--- src/rtl/msk_aes_rcon_sched_pkg.sv ---
// rtl/msk_aes_rcon_sched_pkg.sv - key-mode encodings, schedule tables, GF(2^8) helpers, FSM states
package msk_aes_rcon_sched_pkg;

  typedef enum logic [1:0] {
    KM_128 = 2'b00,
    KM_192 = 2'b01,
    KM_256 = 2'b10,
    KM_RSV = 2'b11
  } key_mode_e;

  typedef enum logic {
    ST_IDLE = 1'b0,
    ST_RUN  = 1'b1
  } state_e;

  localparam logic [7:0] RCON_FIRST = 8'h01;

  // Number of round constants consumed by each key size.
  function automatic logic [3:0] rcon_count(key_mode_e km);
    case (km)
      KM_192:  rcon_count = 4'd8;
      KM_256:  rcon_count = 4'd7;
      default: rcon_count = 4'd10;
    endcase
  endfunction

  function automatic logic [7:0] rcon_final(key_mode_e km);
    case (km)
      KM_192:  rcon_final = 8'h80;
      KM_256:  rcon_final = 8'h40;
      default: rcon_final = 8'h36;
    endcase
  endfunction

  function automatic logic [7:0] xtime(logic [7:0] x);
    xtime = x[7] ? ((x << 1) ^ 8'h1b) : (x << 1);
  endfunction

  function automatic logic [7:0] xtime_inv(logic [7:0] x);
    xtime_inv = x[0] ? (((x ^ 8'h1b) >> 1) | 8'h80) : (x >> 1);
  endfunction

endpackage

--- src/rtl/msk_aes_rcon_sched_if.sv ---
// rtl/msk_aes_rcon_sched_if.sv - control and share bus of the round-constant sequencer
interface msk_aes_rcon_sched_if #(
  parameter int d     = 2,
  parameter int CNT_W = 4
);
  logic             start;
  logic [1:0]       key_mode;
  logic             inverse;
  logic             update;
  logic             mask_rcon;
  logic [8*d-1:0]   sh_rcon;
  logic             busy;
  logic             last;
  logic [CNT_W-1:0] step_idx;
  logic             mode_err;

  modport master (
    output start, key_mode, inverse, update, mask_rcon,
    input  sh_rcon, busy, last, step_idx, mode_err
  );

  modport slave (
    input  start, key_mode, inverse, update, mask_rcon,
    output sh_rcon, busy, last, step_idx, mode_err
  );
endinterface

--- src/rtl/msk_aes_rcon_sched_cst.sv ---
// rtl/msk_aes_rcon_sched_cst.sv - constant d-share sharing (x, 0, ..., 0); consumes no randomness
module msk_aes_rcon_sched_cst #(
  parameter int d     = 2,
  parameter int count = 8
) (
  input  logic [count-1:0]   x,
  output logic [count*d-1:0] sh
);
  always_comb begin
    sh            = '0;
    sh[count-1:0] = x;
  end
endmodule

--- src/rtl/msk_aes_rcon_sched.sv ---
// rtl/msk_aes_rcon_sched.sv - masked AES rcon sequencer, forward or inverse, for 128/192/256 keys
module msk_aes_rcon_sched
  import msk_aes_rcon_sched_pkg::*;
#(
  parameter int d     = 2,
  parameter int CNT_W = 4
) (
  input logic                    clk,
  input logic                    rst_n,
  msk_aes_rcon_sched_if.slave    bus
);

  state_e           state_q, state_d;
  logic [7:0]       rcon_q, rcon_d;
  logic [CNT_W-1:0] step_q, step_d;
  key_mode_e        km_q, km_d;
  logic             inv_q, inv_d;
  logic             err_q, err_d;
  logic [CNT_W-1:0] step_last;
  logic [7:0]       rcon_gated;
  logic [8*d-1:0]   sh;

  assign step_last = CNT_W'(rcon_count(km_q) - 4'd1);

  always_ff @(posedge clk or negedge rst_n) begin
    if (!rst_n) begin
      state_q <= ST_IDLE;
      rcon_q  <= RCON_FIRST;
      step_q  <= '0;
      km_q    <= KM_128;
      inv_q   <= 1'b0;
      err_q   <= 1'b0;
    end else begin
      state_q <= state_d;
      rcon_q  <= rcon_d;
      step_q  <= step_d;
      km_q    <= km_d;
      inv_q   <= inv_d;
      err_q   <= err_d;
    end
  end

  // A start while running restarts the schedule; a reserved mode aborts to idle.
  always_comb begin
    state_d = state_q;
    rcon_d  = rcon_q;
    step_d  = step_q;
    km_d    = km_q;
    inv_d   = inv_q;
    err_d   = err_q;
    if (bus.start) begin
      if (key_mode_e'(bus.key_mode) == KM_RSV) begin
        state_d = ST_IDLE;
        rcon_d  = RCON_FIRST;
        step_d  = '0;
        err_d   = 1'b1;
      end else begin
        state_d = ST_RUN;
        km_d    = key_mode_e'(bus.key_mode);
        inv_d   = bus.inverse;
        rcon_d  = bus.inverse ? rcon_final(key_mode_e'(bus.key_mode)) : RCON_FIRST;
        step_d  = '0;
        err_d   = 1'b0;
      end
    end else if (state_q == ST_RUN && bus.update) begin
      if (step_q == step_last) begin
        state_d = ST_IDLE;
        rcon_d  = RCON_FIRST;
        step_d  = '0;
      end else begin
        rcon_d  = inv_q ? xtime_inv(rcon_q) : xtime(rcon_q);
        step_d  = step_q + CNT_W'(1);
      end
    end
  end

  assign bus.busy     = (state_q == ST_RUN);
  assign bus.last     = bus.busy & (step_q == step_last);
  assign bus.step_idx = step_q;
  assign bus.mode_err = err_q;
  assign rcon_gated   = rcon_q & {8{bus.mask_rcon & bus.busy}};

  (* keep_hierarchy = "yes" *)
  msk_aes_rcon_sched_cst #(
    .d     (d),
    .count (8)
  ) u_cst (
    .x  (rcon_gated),
    .sh (sh)
  );

  assign bus.sh_rcon = sh;

endmodule

--- src/flat_wrapper.sv ---
// flat-port wrapper written by rule: the top's interface ports become plain ports
module msk_aes_rcon_sched_flat import msk_aes_rcon_sched_pkg::*;
#(
  parameter int d     = 2,
  parameter int CNT_W = 4
)
  (clk, rst_n, bus_start, bus_key_mode, bus_inverse, bus_update, bus_mask_rcon, bus_sh_rcon, bus_busy, bus_last, bus_step_idx, bus_mode_err);
  msk_aes_rcon_sched_if #(.d(d), .CNT_W(CNT_W)) bus_i ();
  input logic clk;
  input logic rst_n;
  input wire logic [$bits(bus_i.start)-1:0] bus_start;
  input wire logic [$bits(bus_i.key_mode)-1:0] bus_key_mode;
  input wire logic [$bits(bus_i.inverse)-1:0] bus_inverse;
  input wire logic [$bits(bus_i.update)-1:0] bus_update;
  input wire logic [$bits(bus_i.mask_rcon)-1:0] bus_mask_rcon;
  output wire logic [$bits(bus_i.sh_rcon)-1:0] bus_sh_rcon;
  output wire logic [$bits(bus_i.busy)-1:0] bus_busy;
  output wire logic [$bits(bus_i.last)-1:0] bus_last;
  output wire logic [$bits(bus_i.step_idx)-1:0] bus_step_idx;
  output wire logic [$bits(bus_i.mode_err)-1:0] bus_mode_err;
  assign bus_i.start = bus_start;
  assign bus_i.key_mode = bus_key_mode;
  assign bus_i.inverse = bus_inverse;
  assign bus_i.update = bus_update;
  assign bus_i.mask_rcon = bus_mask_rcon;
  assign bus_sh_rcon = bus_i.sh_rcon;
  assign bus_busy = bus_i.busy;
  assign bus_last = bus_i.last;
  assign bus_step_idx = bus_i.step_idx;
  assign bus_mode_err = bus_i.mode_err;
  msk_aes_rcon_sched #(.d(d), .CNT_W(CNT_W)) u_core (.clk(clk), .rst_n(rst_n), .bus(bus_i));
endmodule
--- config.mk ---
export PLATFORM = sky130hd
export DESIGN_NAME = msk_aes_rcon_sched_flat
export DESIGN_NICKNAME = d
export VERILOG_FILES = /design/src/rtl/msk_aes_rcon_sched_pkg.sv /design/src/rtl/msk_aes_rcon_sched_if.sv /design/src/rtl/msk_aes_rcon_sched_cst.sv /design/src/rtl/msk_aes_rcon_sched.sv /design/src/flat_wrapper.sv
export SDC_FILE = /design/constraint.sdc
export NUM_CORES = 1
export LEC_CHECK = 0
export CAP_MARGIN = 25
export CORE_MARGIN = 1
export CORE_UTILIZATION = 43
export DETAILED_ROUTE_END_ITERATION = 7
export PLACE_DENSITY = 0.76
export RECOVER_POWER = 50
export SLEW_MARGIN = 20
export SYNTH_ARGS = -nofsm -noshare
export SYNTH_HDL_FRONTEND = slang
export SYNTH_SLANG_ARGS = --single-unit
export TNS_END_PERCENT = 1
--- constraint.sdc ---
create_clock -name clk -period 1.61 [get_ports clk]
set_input_delay 0.2415 -clock clk [delete_from_list [all_inputs] [get_ports clk]]
set_output_delay 0.2415 -clock clk [all_outputs]
set_load 0.05 [all_outputs]
==> summary.md <==
| Metric | Value |
|---|---|
| Min cycle time layout | `1.85 ns` |
| Starting density of the core | `between 40% and 50%` |
| Yosys cell types | `36` |
| Worst EP arrival | `1.61 ns` |
| Setup WS pre-CTS | `-0.154 ns` |
| Vias in the first global route | `1007` |
| Via-per-instance ratio | `5.40` |
| Layout cells sized above 1 | `between 30% and 40%` |
| Vias | `1048` |
| Crit Path Category | `flip-flop to primary output` |
| Crit. End Element | `primary output` |
| Number of remaining DRC errors | `0` |
| Final HPWL DP | `2.08 mm` |
| Post-Synthesis Cell Area | `1160 µm²` |
| Post-layout util | `66.9%` |
| Worst VDD drop | `roughly 0.00055 V` |
| Overall routing resource usage | `a little over a fifth` |
| First-pass GRT wire length | `4.36 mm` |
| Cell Pwr Density | `829 nW/µm²` |
| CP Launch Type | `flip-flop` |
| Clock transition at path regs | `0.10 ns` |
| Std-Cell Rows | `18` |
| Largest area contributor in the netlist | `dfrtp_1` |
| # fillers | `214` |
| MaxCap Viol Count | `0` |
| RSZ-0062 raised after global routing | `yes` |
| Top cell type's share of synthesized area | `34.4%` |
| Starting DRT DRC Count | `20` |
| Failing checks | `negative setup slack` |
| Initial antenna violation count | `0` |
| # diodes | `0` |
| Kind of path behind the tightest hold check | `input pin to asynchronous set/reset pin` |
| CP required | `1.37 ns` |
| Power share of the combinational group | `between 40% and 50%` |
| Clock skew | `0.00573 ns` |
| IO buf count | `22` |
| Final setup vio count | `8` |
| Mapped Cells | `128` |
| CTS tree | `built` |
| Yosys warns | `0` |
| Layout net count | `about 180` |
| Final Max Tran Viols | `0` |
| Die span in x | `54.0 µm` |
| Clock network fraction of design power | `approximately 17%` |
| Actual slew at the worst max-slew pin | `0.652 ns` |
| Congestion Overflow GR | `0` |
| CTS buffer count | `3` |
| Switching share of power | `38.2%` |
| WHS | `0.259 ns` |
| WL per Instance | `14.3 µm` |
| GP Congestion | `0.862` |
| Synthesis-to-layout area growth | `44.8%` |
| Root Driver | `clkbuf_4` |
| Die Span Y | `54.0 µm` |
| R2r worst-path depth | `6` |
| CTS sink count | `17` |
| Seq pwr share | `~40%` |
| Leakage | `0.000776 µW` |
| Drt first pass iters | `4` |
| Sequential fraction of the synthesis area | `36.6%` |
| Pin count of the biggest net entering global routing | `12` |
| Crit share post-route | `115%` |
| Final hold violations | `0` |
| Final WS setup | `-0.237 ns` |
| RR Startpoint | `u_core.km_q[1]$_DFFE_PN0P_` |
| DRT Wirelength | `between 2 and 3 mm` |
| Sw Pwr | `approximately 530 µW` |
| Synth Register Bits | `17` |
| Core box area | `about 2500 µm²` |
| ANT nets after route | `0` |
| Die area | `between 2000 and 3000 µm²` |
| Internal Power | `~860 µW` |
| Skew-Pair Late Insertion Delay | `slightly below 0.3 ns` |
| EDFF count, synth | `0` |
| I/O pins | `31` |
| Achievable clock frequency | `541 MHz` |
| Headroom to the max-slew limit | `56.5%` |
| R2R Setup Slk | `-0.18 ns` |
| Async set-reset flop share out of synthesis | `100%` |
| Crit Path Max Fanout | `2` |
| Synth Flop Type | `dfrtp_1` |
| Synth top area cells | `dfrtp_1 34%, buf_4 10%, ha_1 5.4%, and3_1 4.3%, xnor2_1 3.8%` |
| Clock Tree Buf Depth | `2` |
| Outcome | `finished with violations` |
| Mean Syn Cell Area | `9.10 µm²` |
| R2R Path End | `u_core.rcon_q[3]$_DFFE_PN0P_` |
| CTS HTree Levels | `1` |
-- per-layer routing --
layer | track usage, % | part of all wire, %
met1 | 23.7 | 43
met2 | 38.5 | 51
met5 | 0 | 0
met4 | 11.5 | 2.6
met3 | 2.54 | 4.1
-- cell type report --
class	instances	area, µm²	share of cell area, %
clock buffers	3	22.5	1.34
clock inverters	1	5.00	0.297
inverters	5	18.8	1.11
multi-input cells	92	687	40.7
flip-flops and latches	17	432	25.6
well taps	30	37.5	2.23
repair buffers	46	484	28.7
-- power groups by stage --
| stage | clock [µW] | sequential (µW) | combinational (µW) |
|---|---|---|---|
| floorplan | 0 | 566 | 363 |
| global placement | 0 | 557 | 550 |
| detailed placement | 0 | 561 | 560 |
| CTS | 236 | 556 | 586 |
| global route | 253 | 568 | 649 |
| finish | 230 | 559 | 609 |
-- synth_stat cells (3+ instances only) --
cell type	instances
buf_4	16
dfrtp_1	16
nor2_1	11
nand2_1	9
and3_1	8
a21oi_1	7
ha_1	5
inv_1	5
xnor2_1	5
a211oi_1	4
mux2i_1	4
o21ai_0	4
clkbuf_1	3
-- what timing repair did --
item                       CTS  global route
pin swaps                    3             1
gates resized for setup      5             7
hold endpoints to repair     0             0
setup endpoints to repair    8            13
hold buffers                 0             0
setup buffers                1             0
-- kinds of logic after synthesis --
kind of cell / after synthesis / synth area share (%)
buf+inv: 26 / 13.7
xor+xnor: 7 / 5.26
compound gates: 26 / 15.3
other cells: 1 / 0.322
fa+ha+maj: 5 / 5.37
mux: 6 / 5.37
flops: 17 / 36.6
simple gates: 40 / 18.0
-- critical path, cell delays in order (launching register included) --
cell,delay (ns)
dfrtp_1,0.40
inv_2,0.08
ha_4,0.21
nand4bb_4,0.20
a21oi_4,0.14
and2_4,0.16
buf_12,0.13
-- worst max path at each step --
stage | from | to | slack (ns) | cells past startpoint
floorplan | u_core.km_q[1]$_DFFE_PN0P_ | bus_last | -0.04 | 4
global placement | bus_key_mode[0] | u_core.rcon_q[5]$_DFFE_PN0P_ | -0.13 | 6
detailed placement | bus_key_mode[0] | u_core.rcon_q[5]$_DFFE_PN0P_ | -0.15 | 6
CTS | u_core.km_q[0]$_DFFE_PN0P_ | bus_last | -0.22 | 6
global route | u_core.km_q[0]$_DFFE_PN0P_ | bus_last | -0.29 | 6
finish | u_core.km_q[0]$_DFFE_PN0P_ | bus_last | -0.24 | 6
-- placed cells by master, fill, tap and decap left out, types with 3 or more instances in the layout --
master,instances
a21oi_1,6
clkdlybuf4s50_1,5
dfrtp_2,4
clkbuf_4,3
conb_1,8
o21ai_0,4
ha_1,4
and3_1,7
nor2_1,11
xnor2_1,4
mux2i_1,4
buf_12,10
inv_1,4
nand2_1,9
dfrtp_1,12
buf_4,26
-- state kept, by name (all words and copies together) (netlist names) --
register             count
u_core.rcon_q            8
u_core.bus.step_idx      4
u_core.km_q              2
u_core.bus.busy          1
u_core.bus.mode_err      1
u_core.inv_q             1
-- through the flow --
step / area, µm² / instances / TNS (ns) / power (µW)
after floorplan: 1200 / 135 / -0.0438 / 929
final: 1690 / 194 / -0.667 / 1400
after global placement: 1580 / 189 / -0.945 / 1110
after global routing: 1690 / 194 / -1.07 / 1470
after CTS: 1660 / 194 / -0.580 / 1380
after detailed placement: 1580 / 189 / -1.25 / 1120
(Power assumes the default switching activity.)
